File: config.mk
export PLATFORM = sky130hd
export DESIGN_NAME = wishbone_single_master_flat
export DESIGN_NICKNAME = d
export VERILOG_FILES = /design/src/rtl/wishbone_single_master_if.sv /design/src/rtl/wishbone_single_master.sv /design/src/flat_wrapper.sv
export SDC_FILE = /design/constraint.sdc
export NUM_CORES = 1
export LEC_CHECK = 0
export ABC_AREA = 1
export BUFFER_PORTS_ARGS = -buffer_cell sky130_fd_sc_hd__buf_2
export CAP_MARGIN = 20
export CORE_ASPECT_RATIO = 1.25
export CORE_MARGIN = 1.5
export CORE_UTILIZATION = 51
export DETAILED_ROUTE_END_ITERATION = 12
export PLACE_DENSITY = 0.9
export REMOVE_ABC_BUFFERS = 1
export SYNTH_ARGS = -nofsm -noshare
export SYNTH_HDL_FRONTEND = slang
export SYNTH_SLANG_ARGS = --single-unit
File: constraint.sdc
create_clock -name clk_i -period 3.45 [get_ports clk_i]
set_input_delay 0.5175 -clock clk_i [delete_from_list [all_inputs] [get_ports clk_i]]
set_output_delay 0.5175 -clock clk_i [all_outputs]
set_load 0.01 [all_outputs]
File: src/rtl/wishbone_single_master_if.sv
// Bundle of the command/response port and the Wishbone master bus for
// wishbone_single_master. The master modport is the bus-initiating side.
`timescale 1ns/1ps
interface wishbone_single_master_if #(
  parameter int ADDR_WIDTH   = 32,
  parameter int DATA_WIDTH   = 32,
  parameter int SELECT_WIDTH = 4
) ();
  // command port
  logic                    req_valid;
  logic                    req_ready;
  logic                    req_we;
  logic [ADDR_WIDTH-1:0]   req_adr;
  logic [SELECT_WIDTH-1:0] req_sel;
  logic [DATA_WIDTH-1:0]   req_dat;
  // response port
  logic                    rsp_valid;
  logic [DATA_WIDTH-1:0]   rsp_dat;
  logic [1:0]              rsp_status;
  // Wishbone bus
  logic                    cyc_o;
  logic                    stb_o;
  logic                    we_o;
  logic [ADDR_WIDTH-1:0]   adr_o;
  logic [SELECT_WIDTH-1:0] sel_o;
  logic [DATA_WIDTH-1:0]   dat_o;
  logic [DATA_WIDTH-1:0]   dat_i;
  logic                    ack_i;
  logic                    err_i;
  logic                    rty_i;

  modport master (
    input  req_valid, req_we, req_adr, req_sel, req_dat,
    output req_ready,
    output rsp_valid, rsp_dat, rsp_status,
    output cyc_o, stb_o, we_o, adr_o, sel_o, dat_o,
    input  dat_i, ack_i, err_i, rty_i
  );

  modport slave (
    output req_valid, req_we, req_adr, req_sel, req_dat,
    input  req_ready,
    input  rsp_valid, rsp_dat, rsp_status,
    input  cyc_o, stb_o, we_o, adr_o, sel_o, dat_o,
    output dat_i, ack_i, err_i, rty_i
  );
endinterface

File: src/rtl/wishbone_single_master.sv
// Single-transaction Wishbone classic master. Accepts one command, runs one
// read or write cycle (with bounded retries and a wait-state timeout) and
// returns exactly one response pulse carrying data and a status code.
`timescale 1ns/1ps
module wishbone_single_master #(
  parameter int ADDR_WIDTH   = 32,
  parameter int DATA_WIDTH   = 32,
  parameter int SELECT_WIDTH = 4,
  parameter int TIMEOUT      = 15,
  parameter int MAX_RETRY    = 3
) (
  input logic                     clk_i,
  input logic                     reset,
  wishbone_single_master_if.master bus
);

  typedef enum logic [1:0] {
    S_IDLE    = 2'd0,
    S_BUS     = 2'd1,
    S_BACKOFF = 2'd2,
    S_RESP    = 2'd3
  } state_t;

  localparam logic [1:0] ST_OK    = 2'd0;
  localparam logic [1:0] ST_ERR   = 2'd1;
  localparam logic [1:0] ST_RETRY = 2'd2;
  localparam logic [1:0] ST_TMO   = 2'd3;

  localparam logic [3:0] RETRY_LAST = 4'(MAX_RETRY);
  localparam logic [7:0] TMO_LAST   = 8'(TIMEOUT - 1);

  state_t                  r_state;
  logic [3:0]              r_retry;
  logic [7:0]              r_tmo;
  logic                    r_live;      // low during reset and until the first edge after release
  logic                    r_we;
  logic [ADDR_WIDTH-1:0]   r_adr;
  logic [SELECT_WIDTH-1:0] r_sel;
  logic [DATA_WIDTH-1:0]   r_dat;
  logic [DATA_WIDTH-1:0]   r_rsp_dat;
  logic [1:0]              r_rsp_status;

  state_t                  w_state_nxt;
  logic [3:0]              w_retry_nxt;
  logic [7:0]              w_tmo_nxt;
  logic [DATA_WIDTH-1:0]   w_rsp_dat_nxt;
  logic [1:0]              w_rsp_status_nxt;
  logic                    w_accept;

  // Next-state, counter and response selection; terminations only matter in BUS.
  always_comb begin
    w_state_nxt      = r_state;
    w_retry_nxt      = r_retry;
    w_tmo_nxt        = r_tmo;
    w_rsp_dat_nxt    = r_rsp_dat;
    w_rsp_status_nxt = r_rsp_status;
    w_accept         = 1'b0;
    unique case (r_state)
      S_IDLE: begin
        if (r_live && bus.req_valid) begin
          w_accept         = 1'b1;
          w_retry_nxt      = '0;
          w_tmo_nxt        = '0;
          w_rsp_dat_nxt    = '0;
          w_rsp_status_nxt = ST_OK;
          w_state_nxt      = S_BUS;
        end
      end
      S_BUS: begin
        if (bus.err_i) begin
          w_rsp_status_nxt = ST_ERR;
          w_rsp_dat_nxt    = '0;
          w_state_nxt      = S_RESP;
        end else if (bus.rty_i) begin
          if (r_retry == RETRY_LAST) begin
            w_rsp_status_nxt = ST_RETRY;
            w_rsp_dat_nxt    = '0;
            w_state_nxt      = S_RESP;
          end else begin
            w_retry_nxt = r_retry + 4'd1;
            w_tmo_nxt   = '0;
            w_state_nxt = S_BACKOFF;
          end
        end else if (bus.ack_i) begin
          w_rsp_status_nxt = ST_OK;
          w_rsp_dat_nxt    = r_we ? '0 : bus.dat_i;
          w_state_nxt      = S_RESP;
        end else if (r_tmo == TMO_LAST) begin
          w_rsp_status_nxt = ST_TMO;
          w_rsp_dat_nxt    = '0;
          w_state_nxt      = S_RESP;
        end else begin
          w_tmo_nxt = r_tmo + 8'd1;
        end
      end
      S_BACKOFF: w_state_nxt = S_BUS;
      S_RESP:    w_state_nxt = S_IDLE;
      default:   w_state_nxt = S_IDLE;
    endcase
  end

  // State, counters and response registers; reset drops any in-flight cycle.
  always_ff @(posedge clk_i or negedge reset) begin
    if (!reset) begin
      r_state      <= S_IDLE;
      r_retry      <= '0;
      r_tmo        <= '0;
      r_live       <= 1'b0;
      r_rsp_dat    <= '0;
      r_rsp_status <= ST_OK;
    end else begin
      r_state      <= w_state_nxt;
      r_retry      <= w_retry_nxt;
      r_tmo        <= w_tmo_nxt;
      r_live       <= 1'b1;
      r_rsp_dat    <= w_rsp_dat_nxt;
      r_rsp_status <= w_rsp_status_nxt;
    end
  end

  // Command latch: bus address/data stay fixed across wait states and retries.
  always_ff @(posedge clk_i or negedge reset) begin
    if (!reset) begin
      r_we  <= 1'b0;
      r_adr <= '0;
      r_sel <= '0;
      r_dat <= '0;
    end else if (w_accept) begin
      r_we  <= bus.req_we;
      r_adr <= bus.req_adr;
      r_sel <= bus.req_sel;
      r_dat <= bus.req_we ? bus.req_dat : '0;
    end
  end

  assign bus.req_ready  = r_live && (r_state == S_IDLE);
  assign bus.cyc_o      = (r_state == S_BUS);
  assign bus.stb_o      = (r_state == S_BUS);
  assign bus.we_o       = r_we;
  assign bus.adr_o      = r_adr;
  assign bus.sel_o      = r_sel;
  assign bus.dat_o      = r_dat;
  assign bus.rsp_valid  = (r_state == S_RESP);
  assign bus.rsp_dat    = r_rsp_dat;
  assign bus.rsp_status = r_rsp_status;

endmodule

File: src/flat_wrapper.sv
// flat-port wrapper written by rule: the top's interface ports become plain ports
module wishbone_single_master_flat 
#(
  parameter int ADDR_WIDTH   = 32,
  parameter int DATA_WIDTH   = 32,
  parameter int SELECT_WIDTH = 4,
  parameter int TIMEOUT      = 15,
  parameter int MAX_RETRY    = 3
)
  (clk_i, reset, bus_req_valid, bus_req_we, bus_req_adr, bus_req_sel, bus_req_dat, bus_req_ready, bus_rsp_valid, bus_rsp_dat, bus_rsp_status, bus_cyc_o, bus_stb_o, bus_we_o, bus_adr_o, bus_sel_o, bus_dat_o, bus_dat_i, bus_ack_i, bus_err_i, bus_rty_i);
  wishbone_single_master_if #(.ADDR_WIDTH(ADDR_WIDTH), .DATA_WIDTH(DATA_WIDTH), .SELECT_WIDTH(SELECT_WIDTH)) bus_i ();
  input logic clk_i;
  input logic reset;
  input wire logic [$bits(bus_i.req_valid)-1:0] bus_req_valid;
  input wire logic [$bits(bus_i.req_we)-1:0] bus_req_we;
  input wire logic [$bits(bus_i.req_adr)-1:0] bus_req_adr;
  input wire logic [$bits(bus_i.req_sel)-1:0] bus_req_sel;
  input wire logic [$bits(bus_i.req_dat)-1:0] bus_req_dat;
  output wire logic [$bits(bus_i.req_ready)-1:0] bus_req_ready;
  output wire logic [$bits(bus_i.rsp_valid)-1:0] bus_rsp_valid;
  output wire logic [$bits(bus_i.rsp_dat)-1:0] bus_rsp_dat;
  output wire logic [$bits(bus_i.rsp_status)-1:0] bus_rsp_status;
  output wire logic [$bits(bus_i.cyc_o)-1:0] bus_cyc_o;
  output wire logic [$bits(bus_i.stb_o)-1:0] bus_stb_o;
  output wire logic [$bits(bus_i.we_o)-1:0] bus_we_o;
  output wire logic [$bits(bus_i.adr_o)-1:0] bus_adr_o;
  output wire logic [$bits(bus_i.sel_o)-1:0] bus_sel_o;
  output wire logic [$bits(bus_i.dat_o)-1:0] bus_dat_o;
  input wire logic [$bits(bus_i.dat_i)-1:0] bus_dat_i;
  input wire logic [$bits(bus_i.ack_i)-1:0] bus_ack_i;
  input wire logic [$bits(bus_i.err_i)-1:0] bus_err_i;
  input wire logic [$bits(bus_i.rty_i)-1:0] bus_rty_i;
  assign bus_i.req_valid = bus_req_valid;
  assign bus_i.req_we = bus_req_we;
  assign bus_i.req_adr = bus_req_adr;
  assign bus_i.req_sel = bus_req_sel;
  assign bus_i.req_dat = bus_req_dat;
  assign bus_req_ready = bus_i.req_ready;
  assign bus_rsp_valid = bus_i.rsp_valid;
  assign bus_rsp_dat = bus_i.rsp_dat;
  assign bus_rsp_status = bus_i.rsp_status;
  assign bus_cyc_o = bus_i.cyc_o;
  assign bus_stb_o = bus_i.stb_o;
  assign bus_we_o = bus_i.we_o;
  assign bus_adr_o = bus_i.adr_o;
  assign bus_sel_o = bus_i.sel_o;
  assign bus_dat_o = bus_i.dat_o;
  assign bus_i.dat_i = bus_dat_i;
  assign bus_i.ack_i = bus_ack_i;
  assign bus_i.err_i = bus_err_i;
  assign bus_i.rty_i = bus_rty_i;
  wishbone_single_master #(.ADDR_WIDTH(ADDR_WIDTH), .DATA_WIDTH(DATA_WIDTH), .SELECT_WIDTH(SELECT_WIDTH), .TIMEOUT(TIMEOUT), .MAX_RETRY(MAX_RETRY)) u_core (.clk_i(clk_i), .reset(reset), .bus(bus_i));
endmodule
# [Word-level counts from Yosys, hierarchy flattened]
# Cells that the tools add are included.
[word_totals] regBits=118 word_cells=70
[classes] n_addsub=2 n_eq_ne=14 n_mux=36 n_reduce_logical=8
[ops] operator="32-bit 2-to-1 mux" n=8
[ops] operator="32-bit case mux with 2 select lines" n=1
[ops] operator="8-bit 2-to-1 mux" n=6
[ops] operator="2-bit 2-to-1 mux" n=10
[ops] operator="4-bit 2-to-1 mux" n=4
[ops] operator="8-bit case mux with 2 select lines" n=1
[ops] operator="8-bit by 1-bit adder with 8-bit output, second input constant" n=1
[ops] operator="8-bit by 4-bit equality test with 1-bit output, second input constant" n=1
[ops] operator="2-bit case mux with 4 select lines" n=1
[ops] operator="4-bit case mux with 2 select lines" n=1
[ops] operator="3-bit inequality test, second input constant" n=2
[ops] operator="6-bit AND reduction" n=1
[ops] operator="5-bit by 1-bit inequality test with 1-bit output, second input constant" n=1
[ops] operator="5-bit AND reduction" n=1
[ops] operator="4-bit by 1-bit adder with 4-bit output, second input constant" n=1
[ops] operator="2-bit equality test, second input constant" n=2
[ops] operator="4-bit by 2-bit equality test with 1-bit output, second input constant" n=1
[ops] operator="2-bit by 1-bit inequality test with 1-bit output, second input constant" n=2
[ops] operator="2-bit inequality test, second input constant" n=2
[ops] operator="4-bit by 3-bit inequality test with 1-bit output, second input constant" n=1
[ops] operator="2-bit case mux with 2 select lines" n=1
[ops] operator="4-bit AND reduction" n=1
[ops] operator="1-bit 2-to-1 mux" n=3
[ops] operator="3-bit by 2-bit inequality test with 1-bit output, second input constant" n=1
[ops] operator="5 further kinds" n=6

# [Longest topological paths before layout]
[depth] ltp_word=6 depth_mapped=10

# [Worst setup path after synthesis]
# Ideal clock, no wire load.
[synth_timing] path_type="input to register" start="in bus_req_valid" end="reg u_core.r_adr[0], in the netlist u_core.bus.adr_o[0]" t_arrival_ps=1375 required_ps=3325 path_slack_ps=1951 path_stages=6 n_path_buf=2 path_cell_list="nand2_1 > inv_1 > nand2_1 > buf_2 > buf_4 > mux2_2"
[synth_via] elab_chain_len=3
[synth_rtl] item="start, declared" line_no="flat_wrapper.sv:14" source="input wire logic [$bits(bus_i.req_valid)-1:0] bus_req_valid;"
[synth_rtl] item="1-bit logical AND" line_no="wishbone_single_master.sv:60" source="if (r_live && bus.req_valid) begin"
[synth_rtl] item="1-bit 2-to-1 mux" line_no="wishbone_single_master.sv:60"
[synth_rtl] item="1-bit 2-to-1 mux" line_no="wishbone_single_master.sv:58" source="unique case (r_state)"
[synth_rtl] item="end signal, assigned" line_no="wishbone_single_master.sv:130" source="r_adr <= bus.req_adr;"
[synth_rtl] item="end, declared" line_no="wishbone_single_master.sv:37" source="logic [ADDR_WIDTH-1:0] r_adr;"
# Every way passes these cells.
# A chain may end at the register's enable or synchronous reset.

# [Final worst setup path]
[layout_timing] start="reg u_core.r_state[0]" end="reg u_core.r_rsp_dat[4], in the netlist u_core.bus.rsp_dat[4]"
[layout_via] elab_chain_len=3
[layout_rtl] item="start, declared" line_no="wishbone_single_master.sv:32" source="state_t r_state;"
[layout_rtl] item="start signal, assigned" line_no="wishbone_single_master.sv:112" source="r_state <= w_state_nxt;"
[layout_rtl] item="2-bit by 1-bit equality test with 1-bit output / 2-bit logical NOT (equally long branches)" line_no="wishbone_single_master.sv:58"
[layout_rtl] item="5-bit by 1-bit inequality test with 1-bit output (no source line), or another cell as far along"
[layout_rtl] item="4-bit AND reduction (no source line)"
[layout_rtl] item="end signal, assigned" line_no="wishbone_single_master.sv:116" source="r_rsp_dat <= w_rsp_dat_nxt;"
[layout_rtl] item="end, declared" line_no="wishbone_single_master.sv:40" source="logic [DATA_WIDTH-1:0] r_rsp_dat;"
# Parallel ways exist; a longest one is shown, timed or not.

==> out/results.ini <==
[run_status]
status = completed

[placement]
dp_hpwl_mm = 8.88
routabilityCongestion = 0.800
dp.cells = 817
dpl-instance-area_um2 = 6050
port_buffers = 213

[clock_network]
clk_latency_ns = 0.40
clockRootBuffer = clkbuf_16
cts_tree = done
cts_buffers = 17
path_clk_slew_ns = 0.05
cts.sinks = 118
cts_setup_buffers = 0
ctsHoldBuffers = 0
cts_resized = 0
clockBufferDepth = 2
htreeDepth = 4

[min_path]
hp-class = in2async

[sta]
tightestPinTransition_ns = 0.610
relSlewSlack_pct = 59.3
period_share_pct = 57.0
worst_hold_slack_ns = 0.124
fin_crit_ns = 1.97
setup_viol = 0
fin_setup_tns_ns = 0
hold_violations = 0
timing.fmax_ghz = 0.509
fin_skew_ns = 0.00699
final_max_slew_viol_count = 0
rsz0062_at_grt = no

[pwr]
leakage_nw = 3.73
p_total_w = 0.00555
powerDensity_nw_per_um2 = 833
ir_worst_vdd_mv = 0.572

[cells_and_area]
mostFrequentLayoutCells = buf_2 (212), nand2_1 (200), dfrtp_1 (118)
final_common_cell = buf_2
nFillCells = 680
layout-drive-gt1-share_pct = 41.3
seqCellArea_um2 = 2950
diodes = 0
syn_to_final_growth_pct = 35.6
fin_nets = 823
final_cells = 849
stdcell_area_um2 = 6670
multi_input_area_um2 = 1750

[global_routing]
grt_pass1_vias = 4308
antenna_found_initial = 0
grt_pass1_wl_mm = 19.9
grt_max_degree = 73
track_usage_pct = 24.8
gr-total-overflow = 0

[synth]
async_reset_ff_share_pct = 100
yosys_warnings = 0
netlist_area_um2 = 4920
synth_cells = 500
synth_ff_type = dfrtp_1
synth_cell_types = 28
synth_area_per_cell_um2 = 9.83
yosysSeqAreaShare_pct = 60.1
synth-seq-cells = 118
synth_edf_count = 0

[routing]
vias = 4196
antenna_left = 0
routedWlPerCell_um = 14.4
route.detailed.drc = 0
dr.pass1.iters = 5
drt_iter0_drc = 192
vias_per_cell = 4.94
wirelength_mm = 12.2

[worst_setup_path]
cp.required_ns = 3.73
worstPathMaxFanout = 41
arrival_ns = 2.25
worstSetupPathType = reg2reg
startpoint_type = register
r2r_start = u_core.r_state[0]
cp-end-kind = register
critPathLaunch = u_core.r_state[0]

[die]
die_y_um = 113
die_x_um = 90.8
ioPinCount = 214
rows = 39
start_util_pct = 53.0
coreArea_um2 = 9270
die_area_um2 = 10200

[run]
maxCapViolations = 0

==> flip-flops by register name, indices dropped and copies added, names as in the netlist <==
| name | cells |
|---|---|
| u_core.r_live | 1 |
| u_core.bus.we_o | 1 |
| u_core.bus.dat_o | 32 |
| u_core.bus.sel_o | 4 |
| u_core.bus.rsp_dat | 32 |
| u_core.bus.rsp_status | 2 |
| u_core.r_retry | 4 |
| u_core.r_tmo | 8 |
| u_core.r_state | 2 |
| u_core.bus.adr_o | 32 |
==> power by group <==
| part | internal (W) | total [W] | switching [W] |
|---|---|---|---|
| logic | 0.000695 | 0.00161 | 0.000914 |
| registers | 0.00185 | 0.00214 | 0.000298 |
| clock network | 0.00119 | 0.00180 | 0.000607 |
| total | 0.00373 | 0.00555 | 0.00182 |
==> cells in the mapped netlist (2+ instances only) <==
master    count  area [um^2]
buf_2         8         40.0
o21ai_0      43          215
inv_1        20         75.1
mux2_2       37          417
nand4_1       4         25.0
nand2_1     201          754
nand3_1      10         50.1
buf_4         5         37.5
nand2_2       8         50.1
dfrtp_1     118         2950
clkbuf_1      7         26.3
buf_6         2         22.5
ha_1          3         37.5
inv_2         2         7.51
a21oi_1       3         15.0
nor2_1       16         60.1
xor2_1        2         17.5
==> worst max-delay path, cell delays in order (launching register included) <==
cell	delay (ns)
dfrtp_1	0.46
nor2_1	0.25
nand2_4	0.29
nand2_1	0.25
nand3_4	0.35
nand2_1	0.17
nand2_1	0.07
==> worst paths after layout <==
| path | to | slack (ns) | cells past startpoint |
|---|---|---|---|
| setup / recovery | u_core.bus.rsp_dat[4] | 1.48 | 6 |
| hold / removal | u_core.r_tmo[2] | 0.12 | 1 |
| setup reg to reg | u_core.bus.rsp_dat[4] | 1.48 | 6 |
| hold reg to reg | u_core.bus.rsp_dat[25] | 0.47 | 2 |
| max in group asynchronous | u_core.bus.adr_o[13] | 2.55 | 2 |
| min in group clk_i | u_core.bus.rsp_dat[14] | 0.32 | 3 |
==> area by class of cell <==
class / instances / area share [%]
clock inverter: 11 / 2.22
tap: 123 / 2.31
sequential: 118 / 44.3
inverter: 22 / 1.24
timing repair buffer: 217 / 16.7
clock buffer: 21 / 7.06
multi-input combinational: 337 / 26.2
==> per-layer routing <==
layer	vias up	routed length, um	global-route usage [%]
li1	2023	-	-
met1	1960	4690	28.0
met2	185	6480	43.7
met3	28	795	6.72
met4	0	274	11.4
met5	-	0	0
==> cells by family (layout without fill, tap and decap cells) <==
logic type	after synthesis	count (layout)	synth area share [%]
XOR/XNOR	3	3	0.535
other	1	1	0.0763
flip-flops	118	118	60.1
buffers and inverters	45	271	4.56
AND/OR/NAND/NOR	245	245	20.6
AO/OA/AOI/OAI	48	48	4.96
adder cells (fa/ha/maj)	3	3	0.764
multiplexers	37	37	8.48
==> stage by stage <==
| stage | setup slack [ns] | util [%] |
|---|---|---|
| floorplan | 0.192 | - |
| global placement | 1.49 | 65.2 |
| detailed placement | 1.46 | 65.2 |
| CTS | 1.48 | 71.9 |
| global route | 1.22 | 71.9 |
| finish | 1.48 | 71.9 |
Note: power is estimated with default switching activity, not from simulation.
